## config.mk

```make
export PLATFORM = sky130hd
export DESIGN_NAME = sym_err_meter
export DESIGN_NICKNAME = d
export VERILOG_FILES = /design/src/rtl/sym_err_meter.sv
export SDC_FILE = /design/constraint.sdc
export NUM_CORES = 1
export LEC_CHECK = 0
export ABC_AREA = 1
export CAP_MARGIN = 20
export CORE_MARGIN = 4
export CORE_UTILIZATION = 55
export DETAILED_ROUTE_END_ITERATION = 10
export PLACE_DENSITY_LB_ADDON = 0.12
export SYNTH_ARGS = -nofsm -noshare
export SYNTH_HDL_FRONTEND = slang
export SYNTH_SLANG_ARGS = --single-unit
```

## constraint.sdc

```tcl
create_clock -name clk -period 5.1 [get_ports clk]
set_clock_uncertainty 0.05 [all_clocks]
set_input_delay 1.53 -clock clk [delete_from_list [all_inputs] [get_ports clk]]
set_output_delay 1.53 -clock clk [all_outputs]
set_load 0.02 [all_outputs]
```

## src/rtl/sym_err_meter.sv

```systemverilog
// Symbol-error meter for the 4-ASK in-phase rail: self-aligns to the slicer delay,
// then counts symbol and bit errors over windows framed by the LFSR cycle pulse.
module sym_err_meter #(
    parameter int MAX_DELAY   = 7,
    parameter int DLY_W       = 3,
    parameter int CNT_W       = 22,
    parameter int TRIAL_LEN   = 64,
    parameter int LOCK_THRESH = 2
) (
    input  logic             clk,
    input  logic             reset,
    input  logic             clk_en,
    input  logic             hold,
    input  logic [1:0]       sym_ref,
    input  logic [1:0]       sym_rx,
    output logic             locked,
    output logic [DLY_W-1:0] delay_sel,
    output logic             sym_err,
    output logic [CNT_W-1:0] sym_cnt,
    output logic [CNT_W-1:0] sym_err_cnt,
    output logic [CNT_W:0]   bit_err_cnt,
    output logic             meas_valid,
    output logic             meas_clean
);

    localparam int TC_W = (TRIAL_LEN > 1) ? $clog2(TRIAL_LEN) : 1;
    localparam int TE_W = $clog2(TRIAL_LEN + 2);

    typedef enum logic {
        ALIGN = 1'b0,
        TRACK = 1'b1
    } state_t;

    state_t           state_q;
    state_t           state_d;
    logic [DLY_W-1:0] delay_d;
    logic [DLY_W-1:0] delay_inc;

    logic [1:0]       tap_q [1:MAX_DELAY];
    logic [1:0]       ref_sym;
    logic [1:0]       diff;
    logic             mis;
    logic [1:0]       nbit;

    logic [TC_W-1:0]  trial_cnt;
    logic [TE_W-1:0]  trial_err;
    logic [TE_W-1:0]  errs_total;
    logic             trial_end;
    logic             trial_pass;

    logic             tracking;
    logic [CNT_W-1:0] acc_sym;
    logic [CNT_W-1:0] acc_err;
    logic [CNT_W:0]   acc_bit;
    logic             acc_clean;
    logic [CNT_W-1:0] sym_next;
    logic [CNT_W-1:0] err_next;
    logic [CNT_W:0]   bit_next;
    logic [CNT_W+1:0] bit_sum;

    // Reference tap select uses the taps before this enable's shift.
    always_comb begin
        ref_sym = sym_ref;
        for (int i = 1; i <= MAX_DELAY; i++) begin
            if (delay_sel == DLY_W'(i)) begin
                ref_sym = tap_q[i];
            end
        end
    end

    assign diff       = sym_rx ^ ref_sym;
    assign mis        = |diff;
    assign nbit       = {1'b0, diff[1]} + {1'b0, diff[0]};
    assign trial_end  = (trial_cnt == TC_W'(TRIAL_LEN - 1));
    assign errs_total = trial_err + TE_W'(mis);
    assign trial_pass = (errs_total <= TE_W'(LOCK_THRESH));
    assign delay_inc  = (delay_sel == DLY_W'(MAX_DELAY)) ? '0 : delay_sel + 1'b1;
    assign tracking   = (state_q == TRACK);
    assign locked     = tracking;

    always_ff @(posedge clk) begin
        if (reset) begin
            for (int i = 1; i <= MAX_DELAY; i++) begin
                tap_q[i] <= 2'b00;
            end
        end else if (clk_en) begin
            tap_q[1] <= sym_ref;
            for (int i = 2; i <= MAX_DELAY; i++) begin
                tap_q[i] <= tap_q[i-1];
            end
        end
    end

    always_ff @(posedge clk) begin
        if (reset) begin
            trial_cnt <= '0;
            trial_err <= '0;
        end else if (clk_en) begin
            if (trial_end) begin
                trial_cnt <= '0;
                trial_err <= '0;
            end else begin
                trial_cnt <= trial_cnt + 1'b1;
                if (mis && (trial_err != TE_W'(TRIAL_LEN))) begin
                    trial_err <= trial_err + 1'b1;
                end
            end
        end
    end

    // A failed trial always moves to the next candidate delay, whether searching or tracking.
    always_comb begin
        state_d = state_q;
        delay_d = delay_sel;
        if (clk_en && trial_end) begin
            case (state_q)
                ALIGN: begin
                    if (trial_pass) begin
                        state_d = TRACK;
                    end else begin
                        delay_d = delay_inc;
                    end
                end
                TRACK: begin
                    if (!trial_pass) begin
                        state_d = ALIGN;
                        delay_d = delay_inc;
                    end
                end
                default: state_d = ALIGN;
            endcase
        end
    end

    always_ff @(posedge clk) begin
        if (reset) begin
            state_q   <= ALIGN;
            delay_sel <= '0;
        end else begin
            state_q   <= state_d;
            delay_sel <= delay_d;
        end
    end

    // Saturating window sums including the current symbol's contribution.
    assign sym_next = (!tracking || (acc_sym == '1)) ? acc_sym : acc_sym + 1'b1;
    assign err_next = (!(tracking && mis) || (acc_err == '1)) ? acc_err : acc_err + 1'b1;
    assign bit_sum  = {1'b0, acc_bit} + {{CNT_W{1'b0}}, (tracking ? nbit : 2'b00)};
    assign bit_next = bit_sum[CNT_W+1] ? '1 : bit_sum[CNT_W:0];

    always_ff @(posedge clk) begin
        if (reset) begin
            acc_sym     <= '0;
            acc_err     <= '0;
            acc_bit     <= '0;
            acc_clean   <= 1'b1;
            sym_cnt     <= '0;
            sym_err_cnt <= '0;
            bit_err_cnt <= '0;
            meas_valid  <= 1'b0;
            meas_clean  <= 1'b0;
            sym_err     <= 1'b0;
        end else begin
            meas_valid <= 1'b0;
            if (clk_en) begin
                sym_err <= (state_d == TRACK) && mis;
                if (hold) begin
                    sym_cnt     <= sym_next;
                    sym_err_cnt <= err_next;
                    bit_err_cnt <= bit_next;
                    meas_clean  <= acc_clean && tracking;
                    meas_valid  <= 1'b1;
                    acc_sym     <= '0;
                    acc_err     <= '0;
                    acc_bit     <= '0;
                    acc_clean   <= 1'b1;
                end else begin
                    acc_sym <= sym_next;
                    acc_err <= err_next;
                    acc_bit <= bit_next;
                    if (!tracking) begin
                        acc_clean <= 1'b0;
                    end
                end
            end
        end
    end

endmodule

```

Word level (Yosys, flattened, before mapping) --
Memory sizes are Yosys's and may differ from the RTL's. Cells that the tools add are included. Widths: inputs -> output; s select.
Storage, ports and cells: register bits 155, memories kept 1, word-level logic and storage cells 98, memory bits (writable) 14, output and inout bits 74, input bits 8
Memories:
- tap_q | words 7, bits a word 2, read ports 7, clocked after Yosys merged registers in 0, wr ports 7, line 39 | logic [1:0] tap_q [1:MAX_DELAY];
Operators by class: multiplexer cells 36, add/subtract/negate cells 8, magnitude comparators 1, reductions and logical operators 16, bitwise logic cells 10, eq/ne operators 12
Operator list (count):
- $mux 22 | 4
- $mux 23 | 2
- $add 22x1->22 const B | 2
- $eq 22x22->1 const B | 2
- $mux 2 | 15
- $add 23x2->24 | 1
- $mux 7 | 2
- $eq 3x3->1 const B | 4
- $mux 1 | 10
- $reduce_and 2->1 | 4
- $add 7x1->7 | 1
- $add 7x1->7 const B | 1
- $le 7x2->1 const B | 1
- $ne 7x7->1 const B | 1
- $or 1x1->1 | 7
- $add 6x1->6 const B | 1
- $eq 3x2->1 const B | 2
- $eq 6x6->1 const B | 1
- $mux 3 | 2
- $mux 6 | 1
- $logic_and 1x1->1 | 5
- $reduce_or 2->1 | 2
- $add 3x1->3 const B | 1
- $eq 3x1->1 const B | 1
- other kinds (7) | 10

Longest topological paths before layout --
depth in word-level cells 15, depth in mapped cells 30, gate-level depth less buffers 30

Worst setup path after synthesis --
Ideal clock, no wire load.
path kind in2reg, start point in sym_ref[0], end point reg acc_bit[12], path buffers 0, arrival time 3.874 ns, required time 4.899 ns, stages 26, setup time 0.151 ns, setup slack 1.025 ns, cells stage by stage nand2_1 nand3_1 nand2_1 nand2_1 nand2_1 nand2_1 nand2_1 nand2_1 nand2_1 nand2_1 nand2_1 ha_1 nand2_1 inv_1 ha_1 inv_1 fa_1 nor2_1 nand2_1 inv_1 nand2_1 nor2_1 xor2_1 nand2_1 nand2_1 o21ai_0
On the way: word-level cells in the longest chain between the ends 13
RTL lines:
- start: declaration | line 14 | input logic [1:0] sym_ref,
- $mux 2 (7 in a row) | line 65 | if (delay_sel == DLY_W'(i)) begin
- $xor 2x2->2 | line 71 | assign diff = sym_rx ^ ref_sym;
- $add 1x1->2 | line 73 | assign nbit = {1'b0, diff[1]} + {1'b0, diff[0]};
- $mux 2 | line 148 | assign bit_sum = {1'b0, acc_bit} + {{CNT_W{1'b0}}, (tracking ? nbit : 2'b00)};
- $add 23x2->24 | line 148
- $mux 23 | line 149 | assign bit_next = bit_sum[CNT_W+1] ? '1 : bit_sum[CNT_W:0];
- $mux 23 | line 167 | if (hold) begin
- end signal: assignment | line 180 | acc_bit <= bit_next;
- end: declaration | line 54 | logic [CNT_W:0] acc_bit;
Every way passes these cells. A chain may end at the register's enable or synchronous reset.

Worst setup path in the final report --
Ends and elaborated chain as after synthesis.

==> metrics.txt <==
outcome=finished, final reports clean; power density over the cells=262.2 mW/mm²; Final GP Congestion=around 0.96; measured slew at the worst slew-check pin=0.7165 ns; starting utilization of the core area=a little under three fifths; share of the yosys chip area belonging to registers=40.37%; area of the die=~0.018 mm²; final critical-path required period=4.462 ns; Hold Fails Final Rpt=0; post-detailed-placement half-perimeter wirelength=14120 µm; net count after synthesis=1305; Initial DRT Pass Iterations=5; via count of the routed design=8167; number of inserted diodes=0; DRC=0; synth cell count leaders=nand2_1, dfxtp_1, nand3_1, inv_1, nor2_1; post-route setup TNS=0 ns; fraction of the cycle the final worst path needs=between 80% and 90%; RSZ-0062 raised after global routing=false; TritonCTS buffer count=17; Boundary Pins=82; CTS Hold Buffers Added=0; Post-Syn Instances=1279; total number of nets in the final design=1375; Worst Setup End Kind=flip-flop; mapped cell area=0.008728 mm²; DRT iter0 DRCs=582; total length of routed met3 wires=860 µm; worst vdd rail ir drop=0.0002436 V; area overhead of the layout relative to synthesis=17.42%; max-slew violation count=0; Slew headroom=52.12%; post-cts gate resize count=0; post-CTS setup repair buffer count=0; register bit count reported by yosys=169; worst endpoint required time=5.34 ns; Post-Place Setup Slack=about 0.24 ns; pin count of the biggest net entering global routing=between 40 and 50; number of flops mapped to enable cells by yosys=14; length in cells of the worst reg-to-reg path=29; initial antenna violation count=0; most area-consuming cells after synthesis=dfxtp_1, nand2_1, nand3_1, inv_1, edfxtp_1; clock buffer depth=2; overflow left after global routing=0; count of input and output buffers=81; FP Rows=45; buffer cell driving the clock tree root=clkbuf_16; Hold Path Cell Cnt=2; ratio of cells with drive above 1 in the final layout=8.100%; clock tree from TritonCTS=yes; global-route usage over all layers=23.94%; detailed-routed wire length on met2=9704 µm; library cell with the highest instance count after synthesis=nand2_1; Syn Area/Cell=6.824 µm²; Critical Path Source Type=input pin; area share of the largest cell type after synthesis=around 36%; startpoint of the worst hold path=bit_err_cnt[7]; total length of routed wires=a little over 20000 µm; Vias/cell=5.205; crit-path max FO=4; kind of path behind the tightest hold check=flip-flop to flip-flop; highest metal layer used by the detailed router=met4; count of synthesis-stage warnings from yosys=0; metal1 wirelength=9602 µm; die extent in y=~130 µm; clock-pin slew reported for the worst setup and hold paths after clock tree synthesis=0.06 ns; area of the placeable core=0.01537 mm²; highest clock rate=0.2241 GHz; final worst slack=0.6385 ns; Clock Sink Count=approximately 170; post-synth cell types=39; wire length of the first global-routing pass=36160 µm; number of maximum-capacitance constraint violations=0; clock latency at the later pin of the worst-skew pair=approximately 0.43 ns; Main synth FF type=dfxtp_1; Worst Path Arrival=4.70 ns; static power due to leakage=0.004355 µW; leading area contributor after synthesis=dfxtp_1; origin of the critical flop-to-flop path=delay_sel[2]; depth of the CTS H-tree=4; # setup viols final=0; number of inserted filler cells in the final layout=1393; Post-synth ARST share=0%; x dimension of the die=134.0 µm; antenna-violating nets left=0; source of the critical timing path=sym_ref[0]; type of the setup path with the least slack=input pin to flip-flop; wire length per cell after detailed routing=13.11 µm; vias in the first global route=7817
-- final cells by class --
cell class / count / area (µm²) / share of cell area (%)
clock buffers: 25 / 515.5 / 5.030
clock inverters: 3 / 40.04 / 0.3907
inverters: 141 / 531.8 / 5.189
multi-input cells: 930 / 4471 / 43.62
flip-flops and latches: 169 / 3523 / 34.38
well taps: 211 / 264.0 / 2.576
repair buffers: 90 / 903.4 / 8.815
-- cells in the final DEF (no fill, tap or decap), types with 3 or more instances in the layout --
cell,synthesis,layout
nand2_1,436,436
dfxtp_1,155,155
nand3_1,148,148
inv_1,132,132
nor2_1,91,89
clkdlybuf4s50_1,0,81
o21ai_0,51,51
nand2_2,46,46
xor2_1,36,36
nor3_1,23,23
nand4_1,20,20
ha_1,17,17
clkbuf_16,0,17
o21ai_1,15,15
edfxtp_1,14,14
a21oi_1,10,10
inv_2,7,8
nor2_2,7,7
buf_4,2,7
clkbuf_8,0,6
a22o_1,5,5
or2_2,4,4
nor3_2,3,3
nor3b_1,3,3
-- routing by layer --
layer	vias to the layer above	track usage, %
li1	4200	-
met1	3752	31.52
met2	174	39.78
met3	41	4.989
met4	0	7.143
met5	-	0
-- critical path, stage by stage --
cell	delay (ns)
clkdlybuf4s50_1	0.47
nand2_1	0.06
nand3_1	0.06
nand2_1	0.05
nand2_1	0.05
nand2_1	0.05
nand2_1	0.05
nand2_1	0.05
nand2_1	0.09
nand2_1	0.08
nand2_1	0.06
nand2_1	0.05
ha_1	0.27
nand2_1	0.05
inv_1	0.07
ha_1	0.15
inv_1	0.06
fa_1	0.38
nor2_1	0.14
nand2_1	0.10
inv_1	0.13
nand2_1	0.09
nor2_1	0.20
xor2_1	0.16
nand2_1	0.09
nand2_1	0.07
o21ai_0	0.09
-- worst paths after layout --
kind | to | slack [ns]
worst min-delay path | bit_err_cnt[7] | 0.40
worst max register to register | acc_bit[12] | 1.28
worst min register to register | bit_err_cnt[7] | 0.40
worst max-delay path | acc_bit[12] | 0.64
-- where the power goes --
group	leakage [µW]	internal, µW	total (µW)	switching, µW
Sequential	0.00140	1350	1350	5.86
Combinational	0.00267	24.9	91.8	66.9
Clock	0.000277	738	1240	503
-- registers in the layout, indices dropped and copies added (netlist names), 3 cells and up --
| register | cells |
|---|---|
| sym_cnt | 22 |
| acc_sym | 22 |
| bit_err_cnt | 23 |
| trial_cnt | 6 |
| delay_sel | 3 |
| sym_err_cnt | 22 |
| acc_err | 22 |
| acc_bit | 23 |
| tap_q | 14 |
| trial_err | 7 |
-- metrics by stage --
step | hold WS, ns | cells | total power (µW) | cell area, µm² | util (%)
global route | 0.4203 | 1569 | 2768 | 10250 | 66.67
CTS | 0.4015 | 1569 | 2703 | 10250 | 66.67
finish | 0.3992 | 1569 | 2687 | 10250 | 66.67
floorplan | 0.3864 | 1279 | 1442 | 8728 | -
global placement | 0.3861 | 1541 | 1475 | 9693 | 63.06
detailed placement | 0.3881 | 1541 | 1476 | 9693 | 63.06
-- cell families after synthesis --
logic type / Yosys count / share of synthesized area [%]
simple gates: 787 / 39.15
buf+inv: 180 / 8.587
flops: 169 / 40.37
compound gates: 87 / 5.419
xor+xnor: 38 / 3.813
fa+ha+maj: 18 / 2.666
No activity file was read; power rests on OpenSTA's default activity.
